<file path="src/rtl/leg_decode_stage_if.sv">
// -----------------------------------------------------------------------------
// leg_decode_stage_if
// Handshake bundle between instruction fetch, the LEG decode stage and the
// ALU/shift execute unit.
//   in_*  : fetch -> decode instruction (valid/ready, opcode, arg1, arg2, dest)
//   out_* : decode -> execute micro-op (valid/ready, flags, func, operands,
//           first/last markers)
// Modports:
//   master : environment side (drives instructions, accepts micro-ops)
//   slave  : decode stage side
// -----------------------------------------------------------------------------
interface leg_decode_stage_if #(
    parameter int DATA_W = 8
);
    // Instruction side
    logic              in_valid;
    logic              in_ready;
    logic [7:0]        in_opcode;
    logic [DATA_W-1:0] in_arg1;
    logic [DATA_W-1:0] in_arg2;
    logic [DATA_W-1:0] in_dest;

    // Micro-op side
    logic              out_valid;
    logic              out_ready;
    logic              out_imm_a;
    logic              out_imm_b;
    logic              out_imm_all;
    logic              out_lsl;
    logic              out_lsr;
    logic              out_cond;
    logic              out_illegal;
    logic [3:0]        out_func;
    logic [DATA_W-1:0] out_arg1;
    logic [DATA_W-1:0] out_arg2;
    logic [DATA_W-1:0] out_dest;
    logic              out_first;
    logic              out_last;

    modport master (
        output in_valid, in_opcode, in_arg1, in_arg2, in_dest, out_ready,
        input  in_ready, out_valid, out_imm_a, out_imm_b, out_imm_all,
               out_lsl, out_lsr, out_cond, out_illegal, out_func,
               out_arg1, out_arg2, out_dest, out_first, out_last
    );

    modport slave (
        input  in_valid, in_opcode, in_arg1, in_arg2, in_dest, out_ready,
        output in_ready, out_valid, out_imm_a, out_imm_b, out_imm_all,
               out_lsl, out_lsr, out_cond, out_illegal, out_func,
               out_arg1, out_arg2, out_dest, out_first, out_last
    );
endinterface

</file>
<file path="src/rtl/leg_decode_stage.sv">
// -----------------------------------------------------------------------------
// leg_decode_stage
// Registered opcode decode stage for the LEG core. Accepts one instruction per
// valid/ready handshake and emits a registered micro-op. With SERIAL_SHIFT=1
// an immediate LSL/LSR by A (A >= 2) is expanded into A one-bit shift micro-ops
// so execute only needs a 1-bit shifter.
// Ports:
//   clk : rising-edge clock
//   rst : synchronous active-high reset
//   bus : leg_decode_stage_if.slave (instruction in, micro-op out)
// -----------------------------------------------------------------------------
module leg_decode_stage #(
    parameter int DATA_W       = 8,
    parameter bit SERIAL_SHIFT = 1'b1
) (
    input  logic                clk,
    input  logic                rst,
    leg_decode_stage_if.slave   bus
);
    localparam int AW = $clog2(DATA_W);

    typedef enum logic [1:0] {
        IDLE   = 2'd0,
        HOLD   = 2'd1,
        SERIAL = 2'd2
    } state_t;

    typedef struct packed {
        logic              imm_a;
        logic              imm_b;
        logic              imm_all;
        logic              lsl;
        logic              lsr;
        logic              cond;
        logic              illegal;
        logic [3:0]        func;
        logic [DATA_W-1:0] arg1;
        logic [DATA_W-1:0] arg2;
        logic [DATA_W-1:0] dest;
        logic              first;
        logic              last;
    } uop_t;

    state_t         state_q, state_d;
    logic [AW:0]    remaining_q, remaining_d;
    logic           valid_q, valid_d;
    uop_t           uop_q, uop_d;

    uop_t              dec_uop;
    logic              dec_expand;
    logic              dec_multi;
    logic [DATA_W-1:0] amt_masked;
    logic [AW-1:0]     dec_amt;
    logic              accept;

    // Shift amount = arg2 & (DATA_W-1): only the low log2(DATA_W) bits survive.
    for (genvar gi = 0; gi < DATA_W; gi++) begin : g_amt_mask
        if (gi < AW) begin : g_keep
            assign amt_masked[gi] = bus.in_arg2[gi];
        end else begin : g_drop
            assign amt_masked[gi] = 1'b0;
        end
    end
    assign dec_amt = amt_masked[AW-1:0];

    // Instruction decode (purely combinational on the input fields)
    always_comb begin
        logic       c;
        logic [3:0] f;
        dec_uop    = '0;
        c          = bus.in_opcode[5];
        f          = bus.in_opcode[3:0];
        dec_uop.imm_a   = bus.in_opcode[7] | ((f == 4'd9) & ~c);
        dec_uop.imm_b   = bus.in_opcode[6] | (((f == 4'd7) | (f == 4'd9)) & ~c);
        dec_uop.imm_all = (bus.in_opcode[7] & bus.in_opcode[6]) | ((f == 4'd9) & ~c);
        dec_uop.lsl     = (f == 4'd10) & ~c;
        dec_uop.lsr     = (f == 4'd13) & ~c;
        dec_uop.cond    = c;
        dec_uop.illegal = bus.in_opcode[4];
        dec_uop.func    = f;
        dec_uop.arg1    = bus.in_arg1;
        dec_uop.dest    = bus.in_dest;

        // Only immediate-amount shifts are serialised; register amounts pass whole.
        dec_expand = SERIAL_SHIFT & (dec_uop.lsl | dec_uop.lsr) & bus.in_opcode[6];
        dec_multi  = dec_expand & (dec_amt >= AW'(2));

        if (dec_multi) begin
            dec_uop.arg2 = {{(DATA_W-1){1'b0}}, 1'b1};
        end else if (dec_expand) begin
            dec_uop.arg2 = amt_masked;
        end else begin
            dec_uop.arg2 = bus.in_arg2;
        end
        dec_uop.first = 1'b1;
        dec_uop.last  = ~dec_multi;
    end

    assign bus.in_ready = ~rst & ((state_q == IDLE) | ((state_q == HOLD) & bus.out_ready));
    assign accept       = bus.in_valid & bus.in_ready;

    // Next-state / datapath
    always_comb begin
        state_d     = state_q;
        remaining_d = remaining_q;
        valid_d     = valid_q;
        uop_d       = uop_q;

        case (state_q)
            IDLE, HOLD: begin
                // Held micro-op retires; a same-cycle accept below overrides.
                if ((state_q == HOLD) && bus.out_ready) begin
                    valid_d = 1'b0;
                    state_d = IDLE;
                end
                if (accept) begin
                    uop_d   = dec_uop;
                    valid_d = 1'b1;
                    if (dec_multi) begin
                        state_d     = SERIAL;
                        remaining_d = {1'b0, dec_amt} - {{AW{1'b0}}, 1'b1};
                    end else begin
                        state_d     = HOLD;
                        remaining_d = '0;
                    end
                end
            end
            SERIAL: begin
                if (bus.out_ready) begin
                    remaining_d = remaining_q - {{AW{1'b0}}, 1'b1};
                    uop_d.first = 1'b0;
                    // Retiring the second-to-last step: the next one is final.
                    if (remaining_q == {{AW{1'b0}}, 1'b1}) begin
                        uop_d.last = 1'b1;
                        state_d    = HOLD;
                    end
                end
            end
            default: begin
                state_d     = IDLE;
                valid_d     = 1'b0;
                remaining_d = '0;
            end
        endcase
    end

    always_ff @(posedge clk) begin
        if (rst) begin
            state_q     <= IDLE;
            remaining_q <= '0;
            valid_q     <= 1'b0;
            uop_q       <= '0;
        end else begin
            state_q     <= state_d;
            remaining_q <= remaining_d;
            valid_q     <= valid_d;
            uop_q       <= uop_d;
        end
    end

    assign bus.out_valid   = valid_q;
    assign bus.out_imm_a   = uop_q.imm_a;
    assign bus.out_imm_b   = uop_q.imm_b;
    assign bus.out_imm_all = uop_q.imm_all;
    assign bus.out_lsl     = uop_q.lsl;
    assign bus.out_lsr     = uop_q.lsr;
    assign bus.out_cond    = uop_q.cond;
    assign bus.out_illegal = uop_q.illegal;
    assign bus.out_func    = uop_q.func;
    assign bus.out_arg1    = uop_q.arg1;
    assign bus.out_arg2    = uop_q.arg2;
    assign bus.out_dest    = uop_q.dest;
    assign bus.out_first   = uop_q.first;
    assign bus.out_last    = uop_q.last;

endmodule

</file>
<file path="src/flat_wrapper.sv">
// flat-port wrapper written by rule: the top's interface ports become plain ports
module leg_decode_stage_flat 
#(
    parameter int DATA_W       = 8,
    parameter bit SERIAL_SHIFT = 1'b1
)
  (clk, rst, bus_in_valid, bus_in_opcode, bus_in_arg1, bus_in_arg2, bus_in_dest, bus_out_ready, bus_in_ready, bus_out_valid, bus_out_imm_a, bus_out_imm_b, bus_out_imm_all, bus_out_lsl, bus_out_lsr, bus_out_cond, bus_out_illegal, bus_out_func, bus_out_arg1, bus_out_arg2, bus_out_dest, bus_out_first, bus_out_last);
  leg_decode_stage_if #(.DATA_W(DATA_W)) bus_i ();
  input  logic clk;
  input  logic rst;
  input wire logic [$bits(bus_i.in_valid)-1:0] bus_in_valid;
  input wire logic [$bits(bus_i.in_opcode)-1:0] bus_in_opcode;
  input wire logic [$bits(bus_i.in_arg1)-1:0] bus_in_arg1;
  input wire logic [$bits(bus_i.in_arg2)-1:0] bus_in_arg2;
  input wire logic [$bits(bus_i.in_dest)-1:0] bus_in_dest;
  input wire logic [$bits(bus_i.out_ready)-1:0] bus_out_ready;
  output wire logic [$bits(bus_i.in_ready)-1:0] bus_in_ready;
  output wire logic [$bits(bus_i.out_valid)-1:0] bus_out_valid;
  output wire logic [$bits(bus_i.out_imm_a)-1:0] bus_out_imm_a;
  output wire logic [$bits(bus_i.out_imm_b)-1:0] bus_out_imm_b;
  output wire logic [$bits(bus_i.out_imm_all)-1:0] bus_out_imm_all;
  output wire logic [$bits(bus_i.out_lsl)-1:0] bus_out_lsl;
  output wire logic [$bits(bus_i.out_lsr)-1:0] bus_out_lsr;
  output wire logic [$bits(bus_i.out_cond)-1:0] bus_out_cond;
  output wire logic [$bits(bus_i.out_illegal)-1:0] bus_out_illegal;
  output wire logic [$bits(bus_i.out_func)-1:0] bus_out_func;
  output wire logic [$bits(bus_i.out_arg1)-1:0] bus_out_arg1;
  output wire logic [$bits(bus_i.out_arg2)-1:0] bus_out_arg2;
  output wire logic [$bits(bus_i.out_dest)-1:0] bus_out_dest;
  output wire logic [$bits(bus_i.out_first)-1:0] bus_out_first;
  output wire logic [$bits(bus_i.out_last)-1:0] bus_out_last;
  assign bus_i.in_valid = bus_in_valid;
  assign bus_i.in_opcode = bus_in_opcode;
  assign bus_i.in_arg1 = bus_in_arg1;
  assign bus_i.in_arg2 = bus_in_arg2;
  assign bus_i.in_dest = bus_in_dest;
  assign bus_i.out_ready = bus_out_ready;
  assign bus_in_ready = bus_i.in_ready;
  assign bus_out_valid = bus_i.out_valid;
  assign bus_out_imm_a = bus_i.out_imm_a;
  assign bus_out_imm_b = bus_i.out_imm_b;
  assign bus_out_imm_all = bus_i.out_imm_all;
  assign bus_out_lsl = bus_i.out_lsl;
  assign bus_out_lsr = bus_i.out_lsr;
  assign bus_out_cond = bus_i.out_cond;
  assign bus_out_illegal = bus_i.out_illegal;
  assign bus_out_func = bus_i.out_func;
  assign bus_out_arg1 = bus_i.out_arg1;
  assign bus_out_arg2 = bus_i.out_arg2;
  assign bus_out_dest = bus_i.out_dest;
  assign bus_out_first = bus_i.out_first;
  assign bus_out_last = bus_i.out_last;
  leg_decode_stage #(.DATA_W(DATA_W), .SERIAL_SHIFT(SERIAL_SHIFT)) u_core (.clk(clk), .rst(rst), .bus(bus_i));
endmodule
</file>
<file path="config.mk">
export PLATFORM = sky130hd
export DESIGN_NAME = leg_decode_stage_flat
export DESIGN_NICKNAME = d
export VERILOG_FILES = /design/src/rtl/leg_decode_stage_if.sv /design/src/rtl/leg_decode_stage.sv /design/src/flat_wrapper.sv
export SDC_FILE = /design/constraint.sdc
export NUM_CORES = 1
export LEC_CHECK = 0
export CORE_ASPECT_RATIO = 1.2
export CORE_MARGIN = 3
export CORE_UTILIZATION = 30
export DETAILED_ROUTE_END_ITERATION = 8
export PLACE_DENSITY = 0.68
export SLEW_MARGIN = 10
export SYNTH_ARGS = -nofsm -noshare
export SYNTH_HDL_FRONTEND = slang
export SYNTH_SLANG_ARGS = --single-unit
export TNS_END_PERCENT = 100
</file>
<file path="constraint.sdc">
create_clock -name clk -period 4.32 [get_ports clk]
set_clock_uncertainty 0.15 [all_clocks]
set_input_delay 0.648 -clock clk [delete_from_list [all_inputs] [get_ports clk]]
set_output_delay 0.648 -clock clk [all_outputs]
set_load 0.1 [all_outputs]
</file>
# --- After elaboration in Yosys (flattened, before gate mapping) ---
# Cells that the tools add are included.
# Widths: inputs -> output; s select.
totals:
  register_bits: 44
  input_bits: 36
  out_inout_bits: 39
  word_cells: 79
op_classes:
  n_addsub: 2
  magnitude_cmp: 1
  n_eq_ne: 11
  muxes: 19
  n_bitwise: 20
  n_reduce_logical: 10
ops:
  columns: ["op", "count"]
  rows:
  - ["$mux 8", 2]
  - ["$mux 2", 7]
  - ["$eq 4x4->1 const B", 3]
  - ["$mux 4", 3]
  - ["$and 1x1->1", 10]
  - ["$pmux 2 s2", 2]
  - ["$pmux 4 s2", 1]
  - ["$or 1x1->1", 6]
  - ["$reduce_and 2->1", 3]
  - ["$reduce_and 3->1", 2]
  - ["$eq 4x1->1 const B", 1]
  - ["$eq 4x3->1 const B", 1]
  - ["$ne 2x1->1 const B", 2]
  - ["$not 1->1", 4]
  - ["$reduce_and 4->1", 1]
  - ["$sub 3x1->4 const B", 1]
  - ["$sub 4x1->4 const B", 1]
  - ["$ge 3x2->1 const B", 1]
  - ["$mux 1", 3]
  - ["$ne 3x1->1 const B", 1]
  - ["$eq 2x1->1 const B", 1]
  - ["$eq 2x2->1 const B", 1]
  - ["$logic_not 2->1", 1]
  - ["$ne 2x2->1 const B", 1]
  - ["other kinds (4)", 4]

# --- Depth between registers and ports, before layout ---
logic_depth:
  word_depth: 8
  ltp_mapped: 7

# --- Least setup slack after synthesis ---
# Ideal clock, no wire load.
synth_timing:
  path_type: "input port to output port"
  from: "input port rst"
  to: "output port bus_in_ready"
  arrival_ps: 3100
  path_slack_ps: 422
  stages: 3
  path_buffers: 2
  path_cell_list: "clkbuf_1 -> clkbuf_1 -> nor3_1"
synth_via:
  elab_chain_cells: 2
synth_lines:
  columns: ["element", "line", "source"]
  rows:
  - ["start, declared", "flat_wrapper.sv:10", "input logic rst;"]
  - ["$not 1->1", "leg_decode_stage.sv:99", "assign bus.in_ready = ~rst & ((state_q == IDLE) | ((state_q == HOLD) & bus.out_ready));"]
  - ["$and 1x1->1", "leg_decode_stage.sv:99", null]
  - ["end, declared", "flat_wrapper.sv:17", "output wire logic [$bits(bus_i.in_ready)-1:0] bus_in_ready;"]
# No other way between the ends.

# --- Final worst setup path ---
layout_timing:
  from: "input port bus_out_ready"
  to: "register u_core.uop_q (netlist bit u_core.bus.out_imm_b)"
layout_via:
  elab_chain_cells: 5
layout_lines:
  columns: ["element", "line", "source"]
  rows:
  - ["start, declared", "flat_wrapper.sv:16", "input wire logic [$bits(bus_i.out_ready)-1:0] bus_out_ready;"]
  - ["$and 1x1->1", "leg_decode_stage.sv:99", null]
  - ["$or 1x1->1", "leg_decode_stage.sv:99", null]
  - ["$and 1x1->1", "leg_decode_stage.sv:99", null]
  - ["$and 1x1->1", "leg_decode_stage.sv:100", "assign accept = bus.in_valid & bus.in_ready;"]
  - ["$reduce_and 2->1 (no source line)", null, null]
  - ["end signal, assigned", "leg_decode_stage.sv:157", "uop_q <= uop_d;"]
  - ["end, declared", "leg_decode_stage.sv:47", "uop_t uop_q, uop_d;"]
# No other way between the ends.
# A chain may end at the register's enable or synchronous reset.

==> results.md <==
* Status: finished, final reports clean
* Final Wtd Congestion at 0.801
* RSZ-0062 raised after global routing: no
* Via density at 4.76
* Crit end category: flip-flop
* Total gr overflow at 0
* Tot GR Track Use at 13.9%
* Initial Util at 31.3%
* Post-CTS setup buffers at 0
* Share of cells above drive strength 1 at 5.16%
* Syn_nets at 282
* Post-cts gate resize count at 0
* Syn_area_per_cell at 7.88 µm²
* CP max FO at 25
* Min cycle time layout at 2800 ps
* CTS tree: done
* Worst-margin pin slew at 1010 ps
* Setup total negative slack at 0 ps
* Core box area at 0.00613 mm²
* First-pass GRT wire length at 8210 µm
* Global route hottest layer: met2
* Sink Count at 44
* Data required, critical path at 4340 ps
* Post-DP Area at 0.00271 mm²
* Yosys reg bits at 44
* Post-synthesis cell type count at 37
* I/O Buffers at 74
* Overall power at 1060 µW
* Lkg Pwr at 0.00103 µW
* Critical path data arrival time at 2820 ps
* Area growth from synthesis to layout at 47.9%
* Number of antenna diodes at 0
* Clock Tree Root: clkbuf_8
* Met2 Use GR at 23.5%
* I/O pin count at 75
* Final hold violation count at 0
* Die height at 93.5 µm
* Pin count of the biggest net entering global routing at 38
* CTS Hold Buffers Added at 0
* Post-route DRC at 0
* Ys Warns at 0
* Synthesized area at 0.00192 mm²
* Worst vdd ir at 178 µV
* Aggregate routed wire length at 5040 µm
* Fin area at 0.00283 mm²
* Final count of negative-setup-slack endpoints at 0
* Worst rel slew slack at 32.4%
* Seq/Total Area, Yosys at 46.0%
* Nets@finish at 348
* Worst Setup Start Kind: primary input
* Initial antenna violation count at 0
* Drt pass-1 iters at 4
* Clk Latency, worst-skew pair at 290 ps
* DR WL/cell at 12.9 µm
* Placed cell count at 384
* Vias at 1866
* DPL Wire Length at 3640 µm
* Most common cell after layout, fill and taps aside: clkdlybuf4s50_1
* Clk buf depth at 2
* Crit Path Class: primary input to flip-flop
* CTS clk-pin slew, worst paths at 80 ps
* Mapped Cells at 243
* Tcrit/Tclk final at 64.8%
* # H-tree levels at 2
* Inserted Clock Buffers at 5
* Max-Cap Viols at 0
* FP Rows at 31
* Die width at 78.9 µm
* GRT met3 Usage at 5.11%
* Antenna-violating nets left at 0
* Vias in the first global route at 1739
* Commonest cells after routing, fill and taps aside: clkdlybuf4s50_1, nand2_1, dfxtp_1
* Post-Layout Cell Count at 392
* DRT iter0 DRCs at 61
* Fmax at 357 MHz
* Max-slew violations at 0
* Full die area at 0.00738 mm²
* Pwr dens at 374 mW/mm²
* Met1 usage at 16.4%
* Hold Crit Class: flip-flop to flip-flop
[logic make-up after synthesis]
family	count (synthesis)	share of synthesized area [%]
AND/OR/NAND/NOR	101	24.2
multiplexers	2	1.05
flip-flops	44	46.0
AO/OA/AOI/OAI	65	20.5
adder cells (fa/ha/maj)	3	1.96
buffers and inverters	28	6.34
[Yosys cell counts]
| cell type | count | share of area, % |
|---|---|---|
| nand2_1 | 58 | 11 |
| dfxtp_1 | 44 | 46 |
| a21oi_1 | 39 | 10 |
| clkbuf_1 | 10 | 2.0 |
| inv_1 | 10 | 2.0 |
| nand3_1 | 9 | 2.4 |
| nor2_1 | 9 | 1.8 |
| nor3_1 | 8 | 2.1 |
| buf_2 | 7 | 1.8 |
| o21ai_0 | 6 | 1.6 |
| a211oi_1 | 3 | 1.2 |
| ha_1 | 3 | 2.0 |
| nand2b_1 | 3 | 0.98 |
| nor2b_1 | 3 | 0.98 |
| or3_1 | 3 | 0.98 |
| a31oi_1 | 2 | 0.65 |
| mux2i_1 | 2 | 1.0 |
| o211a_1 | 2 | 1.0 |
| o211ai_1 | 2 | 0.78 |
| o22ai_1 | 2 | 0.65 |
| o41ai_1 | 2 | 0.91 |
| a21o_1 | 1 | 0.39 |
| a21oi_2 | 1 | 0.46 |
| a311oi_1 | 1 | 0.46 |
| and2b_1 | 1 | 0.39 |
| and3_1 | 1 | 0.33 |
| and3b_1 | 1 | 0.46 |
| and4bb_2 | 1 | 0.65 |
| buf_6 | 1 | 0.59 |
| nand4_1 | 1 | 0.33 |
| nand4b_1 | 1 | 0.46 |
| nor3b_1 | 1 | 0.39 |
| nor3b_2 | 1 | 0.65 |
| o2111a_1 | 1 | 0.59 |
| o2111ai_2 | 1 | 0.78 |
| o21a_1 | 1 | 0.39 |
| o31a_1 | 1 | 0.46 |
[state kept, by name, summed over array words and instances, names as in the netlist]
name / flops
u_core.bus.out_valid: 1
u_core.bus.out_lsl: 1
u_core.bus.out_cond: 1
u_core.bus.out_imm_all: 1
u_core.bus.out_imm_a: 1
u_core.bus.out_arg1: 8
u_core.bus.out_lsr: 1
u_core.remaining_q: 4
u_core.bus.out_func: 4
u_core.bus.out_arg2: 8
u_core.state_q: 2
u_core.bus.out_first: 1
u_core.bus.out_imm_b: 1
u_core.bus.out_illegal: 1
u_core.bus.out_dest: 8
u_core.bus.out_last: 1
[where the power goes]
group	internal, µW	leakage (µW)	switching (µW)
Combinational	86.0	0.000605	196
Sequential	426	0.000360	13.8
Clock	204	0.0000645	134
[path summary, 6_finish.rpt]
| path | slack (ps) | from | depth (start not counted) | to |
|---|---|---|---|---|
| setup / recovery | 1520 | bus_out_ready | 6 | u_core.bus.out_imm_b |
| hold / removal | 300 | u_core.bus.out_dest[1] | 2 | u_core.bus.out_dest[1] |
| setup reg to reg | 2130 | u_core.state_q[1] | 5 | u_core.bus.out_imm_b |
| hold reg to reg | 300 | u_core.bus.out_dest[1] | 2 | u_core.bus.out_dest[1] |
[critical path, stage by stage]
cell             delay (ps)
clkdlybuf4s50_1         690
nand2b_1                250
nand3_1                 450
buf_4                   410
a311oi_1                300
nor3_1                   80
[stage by stage]
| stage | worst slack (ps) | util, % | hold WS [ps] |
|---|---|---|---|
| finish | 1520 | 46.2 | 305 |
| global route | 1290 | 46.2 | 328 |
| CTS | 1500 | 46.2 | 308 |
| detailed placement | 1190 | 44.2 | 294 |
| global placement | 1270 | 44.2 | 290 |
| floorplan | 422 | - | 357 |
[per-layer routing]
metal	wire length (µm)	up-vias
met3	360	4
met5	0	-
met4	44	0
met2	2590	44
met1	2050	857
li1	-	961
[cell type report]
type | count | area, µm²
tap | 82 | 103
multi-input combinational | 171 | 913
clock buffer | 7 | 96.3
fill | 631 | 3290
clock inverter | 1 | 30.0
inverter | 10 | 37.5
timing repair buffer | 77 | 773
sequential | 44 | 881
Power figures use the tool's default switching activity.
